--- src/rtl/demux_router.sv ---
// Four-channel demultiplexing router: one input stream is steered to one of
// four registered output channels, each with its own valid/ready handshake.
module demux_router #(
  parameter int WIDTH = 4,
  parameter int CNT_W = 8
) (
  input  logic               clk,
  input  logic               rst_n,
  input  logic               enable,
  input  logic               scan_mode,
  input  logic [1:0]         in_sel,
  input  logic [WIDTH-1:0]   in_data,
  input  logic               in_valid,
  output logic               in_ready,
  output logic [4*WIDTH-1:0] out_data,
  output logic [3:0]         out_valid,
  input  logic [3:0]         out_ready,
  output logic [1:0]         active_sel,
  output logic [CNT_W-1:0]   xfer_count
);

  logic [1:0] scan_ptr;
  logic       accept;
  logic [3:0] accept_vec;

  assign active_sel = scan_mode ? scan_ptr : in_sel;

  // A channel can take a word when it is empty or is being drained this cycle.
  assign in_ready = enable & (~out_valid[active_sel] | out_ready[active_sel]);
  assign accept   = in_valid & in_ready;

  // NOTE: combinational blocks use blocking '=' and assign every output a
  // default first, so no latch can be inferred on any path.
  always_comb begin
    accept_vec = '0;
    for (int n = 0; n < 4; n++) begin
      accept_vec[n] = accept && (active_sel == 2'(n));
    end
  end

  // NOTE: sequential state uses non-blocking '<=' so every register samples
  // pre-edge values. The data registers are reset too: a reset must discard
  // any held words, not just invalidate them.
  always_ff @(posedge clk or negedge rst_n) begin
    if (!rst_n) begin
      out_data  <= '0;
      out_valid <= '0;
    end else begin
      for (int n = 0; n < 4; n++) begin
        if (accept_vec[n]) begin
          out_data[n*WIDTH +: WIDTH] <= in_data;
          out_valid[n]               <= 1'b1;
        end else if (out_ready[n]) begin
          out_valid[n] <= 1'b0;
        end
      end
    end
  end

  // Pointer advances only on accepts made in scan mode; mode changes leave it alone.
  always_ff @(posedge clk or negedge rst_n) begin
    if (!rst_n) begin
      scan_ptr <= 2'd0;
    end else if (accept && scan_mode) begin
      scan_ptr <= scan_ptr + 2'd1;
    end
  end

  always_ff @(posedge clk or negedge rst_n) begin
    if (!rst_n) begin
      xfer_count <= '0;
    end else if (accept && (xfer_count != {CNT_W{1'b1}})) begin
      xfer_count <= xfer_count + CNT_W'(1);
    end
  end

endmodule

--- config.mk ---
export PLATFORM = sky130hd
export DESIGN_NAME = demux_router
export DESIGN_NICKNAME = d
export VERILOG_FILES = /design/src/rtl/demux_router.sv
export SDC_FILE = /design/constraint.sdc
export NUM_CORES = 1
export LEC_CHECK = 0
export BUFFER_PORTS_ARGS = -buffer_cell sky130_fd_sc_hd__buf_2
export CORE_MARGIN = 3
export CORE_UTILIZATION = 45
export DETAILED_ROUTE_END_ITERATION = 16
export PLACE_DENSITY = 0.74
export SLEW_MARGIN = 20
export SYNTH_ARGS = -nofsm -noshare
export SYNTH_HDL_FRONTEND = slang
export SYNTH_SLANG_ARGS = --single-unit
--- constraint.sdc ---
create_clock -name clk -period 2.3 [get_ports clk]
set_input_delay 0.46 -clock clk [delete_from_list [all_inputs] [get_ports clk]]
set_output_delay 0.46 -clock clk [all_outputs]
set_load 0.05 [all_outputs]
==> summary.md <==
| Metric | Value |
|---|---|
| Routed len/inst | 15.1 um |
| Clock latency on the worst-skew pair | around 0.33 ns |
| Number of global-route vias before repair | 960 |
| Final weighted congestion in routability-driven placement | 0.818 |
| Sequential Area | 751 um2 |
| Critical path's top delay family | multiplexers |
| Cts bufs inserted | 5 |
| Antenna diode count | 0 |
| Highest clock frequency the design can meet | between 400 and 500 MHz |
| First-pass GRT wire length | 4570 um |
| Antenna violations before repair | 0 |
| DIE WIDTH | slightly above 60 um |
| Shortest period the worst path allows | approximately 2.2 ns |
| Hold violation total from the final report | 0 |
| Post-DP HPWL | 2080 um |
| Slew at the pin closest to its max-slew limit | between 0.6 and 0.7 ns |
| Routed wire length | 2850 um |
| Cell area after placement | 1640 um2 |
| Internal cell power | 1.38 mW |
| Startpoint type of the worst setup path | flip-flop |
| Leading cell types by total area after synthesis | dfrtp_1 56%, mux2_2 16%, xor2_1 4.6%, nor4_1 2.3%, and4_1 2.0% |
| Crit-path cells | mux2_4 -> mux4_2 -> nor2_4 -> buf_6 |
| Flip-flop and latch count after synthesis | 30 |
| Final global-route overflow total | 0 |
| Clock network power share | 14.6% |
| Worst endpoint data arrival time | 1.76 ns |
| Clk_skew | roughly 0.0027 ns |
| Setup repair after global routing missed its margin | no |
| Buffer type at the clock tree root | clkbuf_4 |
| Post-detailed-route via-to-cell ratio | 5.36 |
| Min Hold Slack | roughly 0.15 ns |
| Overall Global Routing Usage | around 17% |
| Hold-fix buffers, CTS | 0 |
| Power density over the cells | 1610 nW/um2 |
| Lkg Pwr | 0.875 nW |
| Proportion of layout cells with a drive suffix above 1 | 56.1% |
| Mean post-synth cell area | 13.4 um2 |
| Most common cell after layout, fill and taps aside | buf_2 |
| Fillers | 223 |
| Core ar. | 2810 um2 |
| Sequential cell fraction of total power | 33.3% |
| Clock input transition at the sequential cells of the worst setup and hold paths | 0.09 ns |
| Via count | 1007 |
| Vertical extent of the die | 60.5 um |
| CTS tree | yes |
| I/O Pins | 46 |
| Number of cells produced by synthesis | 100 |
| Drt pass-1 iters | 4 |
| Initial Utilization | 47.7% |
| MaxCap Viol Count | 0 |
| Largest net degree at the start of global routing | 31 |
| Sum of internal, switching and leakage power | ~2.8 mW |
| Top routing layer used | met4 |
| Leading area contributor after synthesis | dfrtp_1 |
| Total standard cell area after synthesis | about 1300 um2 |
| Net Count, Synth | approximately 120 |
| Layout overhead on the synthesized area | 29.3% |
| Accumulated negative setup slack | 0 ns |
| Post-detailed-route count of antenna-violating nets | 0 |
| Placed insts | 179 |
| Final slew viol count | 0 |
| DRC Markers | 0 |
| Top-area cell type share of the netlist area | 56.1% |
| Final instance count without filler cells | 188 |
| Result of the run | finished, final reports clean |
| Final worst path period share | 96.4% |
| Fraction of power spent switching nets | a little over 50% |
| Final setup vio count | 0 |
| Count of unique library cells instantiated by Yosys | 28 |
| Ys Warns | 0 |
| Switching power | 1.41 mW |
| Cell area after layout | 1730 um2 |
| Area of the die | roughly 3700 um2 |
| Required time of the worst setup path | 1.84 ns |
| 1st-iter DRT viols | 64 |
| Final nets | 172 |
| Maximum VDD drop | 0.806 mV |
| Metal-1 WL | 1190 um |
| Crit Path Max Fanout | 2 |
| Most frequent cells in the layout | 44 x buf_2, 30 x dfrtp_1, 19 x mux2_2, 7 x xor2_1, 6 x buf_4 |
| Class of the most critical hold timing path | in -> async |
| Critical path buffer and inverter count | 1 |
| Cell Rows | 19 |
| Clock Path Buffers | 2 |
| Clock tree sinks | 30 |
| Fraction of the yosys area taken by sequential cells | 56.1% |
| Critical Path End Type | output port |
| Combinational power share | 52.1% |
| Slowest Stage Delay on Critical Path | roughly 0.48 ns |
| Slowest library cell on the worst path | mux4_2 |
| Wire length on met2 | 1380 um |
| Multi-input logic area | 581 um2 |
| H-tree levels | 2 |
| Type of the worst setup path | reg -> out |
| Relative slew margins | between 50% and 60% |
| Met3 routed WL | ~220 um |
| Buffers added on ports | 45 |
state kept, by name, indices dropped and copies added, names as in the netlist:
| register | count |
|---|---|
| out_valid | 4 |
| xfer_count | 8 |
| out_data | 16 |
| scan_ptr | 2 |
synthesized netlist by cell type, drive strengths merged:
library cell	n
nand4	1
nand3	5
mux2	20
and2b	1
dfrtp	30
nand2b	2
nor4	6
nor3b	1
nor2	1
xnor2	1
clkbuf	2
and4	3
mux4	1
inv	2
nor2b	4
or2	3
or4	1
mux2i	1
nand2	3
nor4b	1
and3	1
xor2	7
nor3	2
ha	1
repair_timing:
item                       CTS  global route
buffers inserted             1             0
setup endpoints to repair    1             1
resized for setup            1             1
path summary, 6_finish.rpt:
check | startpoint | endpoint | slack [ns] | cells after the start
worst max-delay path | scan_ptr[1] | in_ready | 0.08 | 4
worst min-delay path | rst_n | xfer_count[5] | 0.15 | 1
worst max register to register | scan_ptr[1] | xfer_count[1] | 0.20 | 5
worst min register to register | scan_ptr[0] | scan_ptr[0] | 0.49 | 1
max in group asynchronous | rst_n | out_data[9] | 1.72 | 1
min in group clk | in_data[2] | out_data[14] | 0.40 | 2
kinds of logic (layout without fill, tap and decap cells):
family	count (synthesis)	in the layout	synth area share, %
flops	30	30	56.1
buf+inv	4	61	1.12
fa+ha+maj	1	1	0.934
mux	22	22	19.5
simple gates	35	35	17.1
xor+xnor	8	8	5.23
metrics by stage:
step | utilization (%) | setup WS, ns
after detailed placement | 58.5 | 0.0631
final | 61.7 | 0.0823
after global routing | 61.7 | 0.0170
after CTS | 61.6 | 0.0486
after floorplan | - | 0.120
after global placement | 58.5 | 0.0891
power groups by stage:
stage          Clock (mW)  Sequential [mW]  Combinational [mW]
2_1_floorplan           0             1.67               0.360
3_3_place_gp            0            0.928                1.44
3_5_place_dp            0            0.942                1.45
4_1_cts             0.422            0.933                1.46
5_1_grt             0.445            0.965                1.53
6_report            0.408            0.929                1.45
routing by layer:
metal	vias to the layer above	track usage, %
met1	477	22.3
li1	473	-
met3	8	5.53
met5	-	0
met2	49	26.5
met4	0	8.36
final cells by class:
class,instances,area share (%)
flip-flops and latches,30,43.4
multi-input cells,66,33.5
repair buffers,51,16.0
clock inverters,3,2.31
well taps,31,2.24
clock buffers,5,2.17
inverters,2,0.434
No activity file was read; power rests on OpenSTA's default activity.
